--- config.mk ---
export PLATFORM = sky130hd
export DESIGN_NAME = conc_trace_recorder
export DESIGN_NICKNAME = d
export VERILOG_FILES = /design/src/rtl/conc_trace_recorder.sv
export SDC_FILE = /design/constraint.sdc
export NUM_CORES = 1
export LEC_CHECK = 0
export BUFFER_PORTS_ARGS = -buffer_cell sky130_fd_sc_hd__buf_2
export CAP_MARGIN = 20
export CORE_MARGIN = 2
export CORE_UTILIZATION = 41
export DETAILED_ROUTE_END_ITERATION = 12
export REMOVE_ABC_BUFFERS = 1
export SETUP_SLACK_MARGIN = 0.15
export SLEW_MARGIN = 15
export SYNTH_ARGS = -nofsm -noshare
export SYNTH_HDL_FRONTEND = slang
export SYNTH_SLANG_ARGS = --single-unit
--- constraint.sdc ---
create_clock -name clock -period 3.85 [get_ports clock]
set_clock_uncertainty 0.15 [all_clocks]
set_input_delay 0.5775 -clock clock [delete_from_list [all_inputs] [get_ports clock]]
set_output_delay 0.5775 -clock clock [all_outputs]
set_load 0.03 [all_outputs]
--- src/rtl/conc_trace_recorder.sv ---
// Run-length trace recorder: packs observation runs into {obs, run}
// records and queues them in a show-ahead FIFO with a valid/ready drain port.
module conc_trace_recorder #(
    parameter int OBS_W  = 6,
    parameter int CNT_W  = 6,
    parameter int DEPTH  = 16,
    parameter int ADDR_W = 4
) (
    input  logic                   clock,
    input  logic                   reset,
    input  logic                   enable,
    input  logic [OBS_W-1:0]       obs_in,
    output logic                   rd_valid,
    input  logic                   rd_ready,
    output logic [OBS_W+CNT_W-1:0] rd_data,
    output logic [ADDR_W:0]        level,
    output logic                   overflow,
    output logic [7:0]             drop_cnt
);

    localparam int REC_W = OBS_W + CNT_W;
    localparam logic [CNT_W-1:0] RUN_MAX = {CNT_W{1'b1}};
    localparam logic [CNT_W-1:0] RUN_ONE = CNT_W'(1);
    localparam logic [ADDR_W:0] DEPTH_L = (ADDR_W+1)'(DEPTH);

    typedef enum logic {IDLE, RUN} state_t;

    state_t state_q, state_d;
    logic [OBS_W-1:0] cur_q, cur_d;
    logic [CNT_W-1:0] run_q, run_d;
    logic emit;
    logic [REC_W-1:0] emit_rec;

    logic [REC_W-1:0] mem_q [DEPTH];
    logic [ADDR_W-1:0] wr_ptr_q, rd_ptr_q;
    logic [ADDR_W:0] level_q;
    logic overflow_q;
    logic [7:0] drop_q;
    logic pop, push_ok;

    always_comb begin
        state_d  = state_q;
        cur_d    = cur_q;
        run_d    = run_q;
        emit     = 1'b0;
        emit_rec = {cur_q, run_q};
        unique case (state_q)
            IDLE: begin
                if (enable) begin
                    cur_d   = obs_in;
                    run_d   = RUN_ONE;
                    state_d = RUN;
                end
            end
            RUN: begin
                if (!enable) begin
                    emit    = 1'b1;
                    state_d = IDLE;
                end else if (obs_in != cur_q) begin
                    emit  = 1'b1;
                    cur_d = obs_in;
                    run_d = RUN_ONE;
                end else if (run_q == RUN_MAX) begin
                    // Saturated run: this sample opens a new record
                    emit  = 1'b1;
                    run_d = RUN_ONE;
                end else begin
                    run_d = run_q + RUN_ONE;
                end
            end
            default: state_d = IDLE;
        endcase
    end

    assign pop     = (level_q != '0) && rd_ready;
    assign push_ok = emit && ((level_q != DEPTH_L) || pop);

    always_ff @(posedge clock) begin
        if (reset) begin
            state_q    <= IDLE;
            cur_q      <= '0;
            run_q      <= '0;
            wr_ptr_q   <= '0;
            rd_ptr_q   <= '0;
            level_q    <= '0;
            overflow_q <= 1'b0;
            drop_q     <= '0;
        end else begin
            state_q <= state_d;
            cur_q   <= cur_d;
            run_q   <= run_d;
            if (push_ok)
                wr_ptr_q <= wr_ptr_q + ADDR_W'(1);
            if (pop)
                rd_ptr_q <= rd_ptr_q + ADDR_W'(1);
            if (push_ok && !pop)
                level_q <= level_q + (ADDR_W+1)'(1);
            else if (pop && !push_ok)
                level_q <= level_q - (ADDR_W+1)'(1);
            if (emit && !push_ok) begin
                overflow_q <= 1'b1;
                if (drop_q != 8'hFF)
                    drop_q <= drop_q + 8'd1;
            end
        end
    end

    always_ff @(posedge clock) begin
        if (push_ok && !reset)
            mem_q[wr_ptr_q] <= emit_rec;
    end

    assign rd_valid = (level_q != '0);
    assign rd_data  = rd_valid ? mem_q[rd_ptr_q] : '0;
    assign level    = level_q;
    assign overflow = overflow_q;
    assign drop_cnt = drop_q;

endmodule

# After elaboration in Yosys (flattened, before gate mapping)
# Memories as Yosys holds them, arrays and structs flattened. A register that Yosys moved wholly into a read port is not among the register bits.
# Cells that the tools add are included.
dict set report classes {
  bitwise_logic 1
  n_eq_ne 7
  reduce_logical 15
  addsub 6
  muxes 21
}
# operator n
set ops {}
lappend ops {{$mux 6} 7}
lappend ops {{$pmux 6 s2} 2}
lappend ops {{$mux 12} 1}
lappend ops {{$mux 5} 2}
lappend ops {{$add 4x1->4 const B} 2}
lappend ops {{$add 8x1->8 const B} 1}
lappend ops {{$mux 4} 2}
lappend ops {{$ne 8x8->1 const B} 1}
lappend ops {{$mux 1} 7}
lappend ops {{$add 6x1->6 const B} 1}
lappend ops {{$eq 6x6->1 const B} 1}
lappend ops {{$logic_and 1x1->1} 6}
lappend ops {{$ne 6x6->1} 1}
lappend ops {{$add 5x1->5 const B} 1}
lappend ops {{$ne 5x5->1 const B} 1}
lappend ops {{$reduce_bool 5->1} 1}
lappend ops {{$sub 5x1->5 const B} 1}
lappend ops {{$ne 2x2->1 const B} 2}
lappend ops {{$reduce_and 2->1} 2}
lappend ops {{$logic_not 1->1} 3}
lappend ops {{$reduce_and 3->1} 1}
lappend ops {{$ne 2x1->1 const B} 1}
lappend ops {{$reduce_bool 2->1} 1}
lappend ops {{$logic_or 1x1->1} 1}
lappend ops {{$not 1->1} 1}
dict set report word_totals {
  out_inout_bits 27
  ram_bits 192
  word_cells 59
  memories 1
  register_bits 35
}
# memory words word_bits rd rd_clocked_by_memory_dff write_ports line_no
set memory_table {}
lappend memory_table {mem_q 16 12 1 1 1 34} ;# logic [REC_W-1:0] mem_q [DEPTH];

# Longest topological paths before layout
dict set report logic_depth {
  word_depth 10
  mapped_depth 16
  depth_no_buf 14
}

# Worst setup path after synthesis
# No wires, ideal clock.
dict set report synth_timing {
  path_type {reg-to-reg}
  startpoint {register run_q[0]}
  endpoint {memory mem_q[12][0] (netlist bit), enable pin}
  arrival_time_ns 3.413
  period_less_slack_ns 3.980
  slack_ns -0.130
  stages_incl_launch_ff 9
  n_path_buf 2
  path_cell_list {dfxtp_1 > ha_1 > nand3_1 > o21ai_1 > o31ai_1 > or2_2 > buf_2 > clkbuf_1 > nor4b_1}
}
dict set report synth_via {
  elab_chain_cells 9
}
# element line_no
set synth_lines {}
lappend synth_lines {{start, declared} 30} ;# logic [CNT_W-1:0] run_q, run_d;
lappend synth_lines {{start signal, assigned} 91} ;# run_q <= run_d;
lappend synth_lines {{$eq 6x6->1} 63} ;# end else if (run_q == RUN_MAX) begin
lappend synth_lines {{$mux 1} 63}
lappend synth_lines {{$mux 1} 59} ;# end else if (obs_in != cur_q) begin
lappend synth_lines {{$mux 1} 56} ;# if (!enable) begin
lappend synth_lines {{$mux 1} 47} ;# unique case (state_q)
lappend synth_lines {{$logic_and 1x1->1} 76} ;# assign push_ok = emit && ((level_q != DEPTH_L) || pop);
lappend synth_lines {{$logic_and 1x1->1} 109} ;# if (push_ok && !reset)
lappend synth_lines {{$mux 1} 109}
lappend synth_lines {{$mux 1 (not written as such)} 110} ;# mem_q[wr_ptr_q] <= emit_rec;
lappend synth_lines {{end, declared} 34}
# Every way passes these cells.

# Worst setup path after layout
dict set report layout_timing {
  startpoint {register cur_q[1]}
  endpoint {register level_q[4] (netlist: level[4])}
}
dict set report layout_via {
  elab_chain_cells 8
  word_cells_on_any_way 10
  cone_classes {eq/ne (1); mux (4); reduce/logical (5)}
}
# element line_no
set layout_lines {}
lappend layout_lines {{start, declared} 29} ;# logic [OBS_W-1:0] cur_q, cur_d;
lappend layout_lines {{start signal, assigned} 90} ;# cur_q <= cur_d;
lappend layout_lines {{$ne 6x6->1 (*)} 59}
lappend layout_lines {{$mux 1 (*)} 59}
lappend layout_lines {{$mux 1 (*)} 56}
lappend layout_lines {{$mux 1 (*)} 47}
lappend layout_lines {{$logic_and 1x1->1 (*)} 76}
lappend layout_lines {{$logic_not 1->1} 98} ;# else if (pop && !push_ok)
lappend layout_lines {{$logic_and 1x1->1} 98}
lappend layout_lines {{$reduce_bool 2->1 (no source line)} n/a}
lappend layout_lines {{end signal, assigned} 97} ;# level_q <= level_q + (ADDR_W+1)'(1);
lappend layout_lines {{end signal, assigned} 99} ;# level_q <= level_q - (ADDR_W+1)'(1);
lappend layout_lines {{end, declared} 36} ;# logic [ADDR_W:0] level_q;
# Mark *: on every way between the ends. The rest lies on a longest branch, timed or not.
# A chain may end at the register's enable or synchronous reset.

==> results_tabular.tex <==
\begin{tabular}{lr}
\hline
Metric & Value \\
\hline
\multicolumn{2}{l}{\textbf{Clock network}} \\
\quad Clock-pin slew on the worst setup and hold paths & 60 ps \\
\quad Number of buffers created by CTS & 24 \\
\quad Sink count of the clock tree & 231 \\
\quad Latest clock arrival within the worst-skew pair & 510 ps \\
\quad Maximum level of the CTS H-tree & 1 \\
\quad \# hold bufs at CTS & 0 \\
\quad Buffers from clock root to sink, at most & 3 \\
\quad \# Post-CTS Setup Buffers & 0 \\
\quad CTS tree & yes \\
\quad Root Driver & sky130\_fd\_sc\_hd\_\_clkbuf\_16 \\
\multicolumn{2}{l}{\textbf{Layout}} \\
\quad Final cell count without fillers & 889 \\
\quad Share of layout cells above drive strength 1 & 0.334 \\
\quad Final-stage net count & 608 \\
\quad Fill cell instance count of the final layout & 1861 \\
\quad Util after Layout & 0.488 \\
\quad Synth-to-Final Area Change & 17.9\% \\
\quad Area used by sequential logic in the layout & 6560 um2 \\
\quad Count of inserted antenna diode cells & 0 \\
\quad Area occupied by multi-input gates & 2710 um2 \\
\multicolumn{2}{l}{\textbf{Route}} \\
\quad Metal-1 WL & 8940 um \\
\quad Drt wl/cell & 22.5 um \\
\quad Wirelength, routed & 20000 um \\
\quad Count of routing violations after the opening detailed-route iteration & 455 \\
\quad Met3 wirelength from detailed routing & 920 um \\
\quad Detail-routed via count per cell & 5.53 \\
\quad DR vias & 4919 \\
\quad Remaining number of nets flagged by the antenna check after routing & 0 \\
\quad Remaining design rule violation count & 0 \\
\quad Routed wl met2 & 9900 um \\
\quad Top sig layer & met4 \\
\quad DR pass1 iterations & 4 \\
\multicolumn{2}{l}{\textbf{Global routing}} \\
\quad Vias in the first global route & 5004 \\
\quad Largest net degree at the start of global routing & 34 \\
\quad Overall fraction of global-route tracks in use & 0.170 \\
\quad Wire length of the first global-routing pass & 30400 um \\
\quad Total grt overflow & 0 \\
\quad Antenna violations before repair & 0 \\
\multicolumn{2}{l}{\textbf{Setup path}} \\
\quad Data required time at the worst endpoint & 4130 ps \\
\quad Critical path startpoint category & register \\
\quad Setup Crit Path Kind & reg -> reg \\
\quad Worst-path fanout max & 18 \\
\quad Data arrival, critical path & 3720 ps \\
\quad Cells traversed along the worst timing path & xnor2\_1 -> nand4\_1 -> o31ai\_1 -> buf\_4 -> or2\_2 -> inv\_1 -> ha\_1 -> inv\_1 -> ha\_1 -> a21o\_1 -> a21oi\_1 -> xnor2\_1 -> or3\_1 -> a21oi\_1 \\
\quad Delay of the slowest critical-path stage & 540 ps \\
\quad Worst-path cell with the longest stage delay & sky130\_fd\_sc\_hd\_\_dfxtp\_2 \\
\quad Critical Path End Type & register \\
\multicolumn{2}{l}{\textbf{Placed design}} \\
\quad IO Port Bufs & 36 \\
\quad Post-Place Cells & 844 \\
\quad Detailed Place HPWL & 12300 um \\
\quad Final estimated routing congestion in global placement & 0.784 \\
\multicolumn{2}{l}{\textbf{STA}} \\
\quad Max Clock Freq & 0.290 GHz \\
\quad Number of failing hold endpoints at the final stage & 0 \\
\quad Unrepaired setup endpoints after global routing & no \\
\quad Shortest clock period the worst path allows after layout & 3440 ps \\
\quad Final period utilization & 0.894 \\
\quad Worst slew slack as a fraction of its limit & 0.396 \\
\quad Actual transition at the worst max-transition pin & 898 ps \\
\quad Sum of negative setup slack & 0 ps \\
\quad Count of final max-slew check failures & 0 \\
\quad Number of setup violations in the final report & 0 \\
\quad Minimum hold slack & 186 ps \\
\multicolumn{2}{l}{\textbf{Yosys}} \\
\quad Sequential share of the synthesized area & 0.705 \\
\quad Mapped cell area & 9290 um2 \\
\quad Total of flip-flops plus latches after synthesis & 231 \\
\quad Yosys warnings & 0 \\
\quad Mean instance size in the synthesized netlist & 18.3 um2 \\
\quad Unique cell type count in the Yosys netlist & 43 \\
\quad Cell count after synthesis & 508 \\
\multicolumn{2}{l}{\textbf{Floorplan}} \\
\quad Starting utilization of the core area & 0.414 \\
\quad Floorplan core area & 22400 um2 \\
\quad Top Ports & 37 \\
\quad Die extent in x & 155 um \\
\quad Die Footprint & 23900 um2 \\
\quad Vertical extent of the die & 155 um \\
\quad Row count & 55 \\
\multicolumn{2}{l}{\textbf{Run}} \\
\quad Total of max-cap violations & 0 \\
\multicolumn{2}{l}{\textbf{Outcome}} \\
\quad Result of the run & finished clean \\
\multicolumn{2}{l}{\textbf{Power and ir drop}} \\
\quad LEAKAGE & 0.00362 uW \\
\quad Peak supply drop & 0.350 mV \\
\quad PD cells & 599 nW/um2 \\
\multicolumn{2}{l}{\textbf{Min path}} \\
\quad Kind of path behind the tightest hold check & in -> reg \\
\hline
\end{tabular}
## final timing paths
kind,startpoint,end,slack [ps],cells after the start
worst max-delay path,cur_q[1],level[4],410,14
worst max register to register,cur_q[1],level[4],410,14
worst min-delay path,obs_in[5],cur_q[5],190,3
worst min register to register,overflow,overflow,300,2
## metal layers
layer  GRT usage  vias up
li1            -     2212
met1       0.242     2548
met2       0.280      136
met3      0.0238       23
met4      0.0388        0
met5           0        -
## cells by family after synthesis
group,after synthesis,synth area share
fa+ha+maj,12,0.0170
buf+inv,35,0.0148
mux,70,0.156
simple gates,106,0.0680
compound gates,42,0.0277
flops,231,0.705
xor+xnor,12,0.0113
## per-stage QoR
step | power (uW) | worst slack [ps] | cell area (um2)
floorplan | 3940 | -324 | 9190
CTS | 6640 | 176 | 10900
finish | 6570 | 407 | 11000
global placement | 4330 | 331 | 10200
global route | 6850 | 161 | 11000
detailed placement | 4350 | 224 | 10200
## registers in the layout, indices dropped and copies added, names as in the netlist, named ones only
signal	flops
drop_cnt	8
overflow	1
run_q	6
rd_ptr_q	4
cur_q	6
state_q	1
wr_ptr_q	4
level	5
mem_q	192
## cell type report
type | count | area share
flip-flops and latches | 231 | 0.599
well taps | 285 | 0.0326
repair buffers | 77 | 0.0468
multi-input cells | 242 | 0.247
clock buffers | 33 | 0.0599
clock inverters | 11 | 0.0117
inverters | 10 | 0.00343
## layout by cell type (no fill, tap or decap), types with 7 or more instances in the layout
master                      count
sky130_fd_sc_hd__edfxtp_1     192
sky130_fd_sc_hd__mux4_2        60
sky130_fd_sc_hd__buf_4         39
sky130_fd_sc_hd__buf_2         36
sky130_fd_sc_hd__dfxtp_1       31
sky130_fd_sc_hd__clkbuf_16     25
sky130_fd_sc_hd__nor2_1        19
sky130_fd_sc_hd__a21oi_1       19
sky130_fd_sc_hd__nand3_1       14
sky130_fd_sc_hd__and2_1        12
sky130_fd_sc_hd__nor4b_2       12
sky130_fd_sc_hd__nand2_1       11
sky130_fd_sc_hd__ha_1          11
sky130_fd_sc_hd__inv_1         10
sky130_fd_sc_hd__xnor2_1        9
sky130_fd_sc_hd__mux2i_1        9
sky130_fd_sc_hd__clkbuf_1       8
sky130_fd_sc_hd__o21ai_0        7
sky130_fd_sc_hd__dfxtp_2        7
## critical path: cells and delay by family (launching register included)
family / cells / cell delay (ps)
fa+ha+maj: 2 / 500
flops: 1 / 540
xor+xnor: 2 / 270
simple gates: 3 / 600
buf+inv: 3 / 420
compound gates: 4 / 900
## power breakdown
part / switching (uW) / leakage [uW] / internal [uW]
Clock: 908 / 0.000374 / 1390
Combinational: 701 / 0.00112 / 682
Sequential: 136 / 0.00213 / 2750
## Yosys cell counts
cell | number | area [um2]
sky130_fd_sc_hd__a311oi_1 | 1 | 8.76
sky130_fd_sc_hd__nor3_1 | 3 | 15.0
sky130_fd_sc_hd__nand2_1 | 11 | 41.3
sky130_fd_sc_hd__o41ai_1 | 1 | 8.76
sky130_fd_sc_hd__mux4_2 | 60 | 1350
sky130_fd_sc_hd__clkbuf_1 | 16 | 60.1
sky130_fd_sc_hd__mux2i_1 | 9 | 90.1
sky130_fd_sc_hd__nand4_1 | 3 | 18.8
sky130_fd_sc_hd__nor2b_1 | 2 | 12.5
sky130_fd_sc_hd__or3b_2 | 2 | 17.5
sky130_fd_sc_hd__o21ai_0 | 7 | 35.0
sky130_fd_sc_hd__edfxtp_1 | 192 | 5770
sky130_fd_sc_hd__a21o_1 | 2 | 15.0
sky130_fd_sc_hd__and3_1 | 1 | 6.26
sky130_fd_sc_hd__nor2_1 | 19 | 71.3
sky130_fd_sc_hd__dfxtp_1 | 39 | 781
sky130_fd_sc_hd__a211oi_1 | 1 | 7.51
sky130_fd_sc_hd__or4_1 | 5 | 37.5
sky130_fd_sc_hd__ha_1 | 11 | 138
sky130_fd_sc_hd__or3_1 | 5 | 31.3
sky130_fd_sc_hd__fa_1 | 1 | 20.0
sky130_fd_sc_hd__nor4_1 | 5 | 31.3
sky130_fd_sc_hd__a31oi_1 | 2 | 12.5
sky130_fd_sc_hd__xor2_1 | 3 | 26.3
sky130_fd_sc_hd__nor3b_1 | 1 | 7.51
sky130_fd_sc_hd__nor4b_1 | 12 | 105
sky130_fd_sc_hd__o311ai_2 | 1 | 16.3
sky130_fd_sc_hd__mux2_2 | 1 | 11.3
sky130_fd_sc_hd__and2_1 | 12 | 75.1
sky130_fd_sc_hd__or4_4 | 1 | 11.3
sky130_fd_sc_hd__nand2b_1 | 4 | 25.0
sky130_fd_sc_hd__nor3b_4 | 1 | 18.8
sky130_fd_sc_hd__a21oi_1 | 19 | 95.1
sky130_fd_sc_hd__xnor2_1 | 9 | 78.8
sky130_fd_sc_hd__buf_2 | 5 | 25.0
sky130_fd_sc_hd__o31ai_1 | 6 | 45.0
sky130_fd_sc_hd__o21ai_1 | 1 | 5.00
sky130_fd_sc_hd__inv_1 | 10 | 37.5
sky130_fd_sc_hd__buf_1 | 4 | 15.0
sky130_fd_sc_hd__nand3_1 | 14 | 70.1
sky130_fd_sc_hd__o31a_1 | 1 | 8.76
sky130_fd_sc_hd__or2_2 | 3 | 18.8
sky130_fd_sc_hd__nand4b_1 | 2 | 17.5
## repair_timing
| action | 4_1_cts | 5_1_grt |
|---|---|---|
| hold endpoints to repair | 0 | 0 |
| endpoints found under the setup margin | 0 | 2 |
| resized for setup | 0 | 6 |
(Power assumes the default switching activity.)
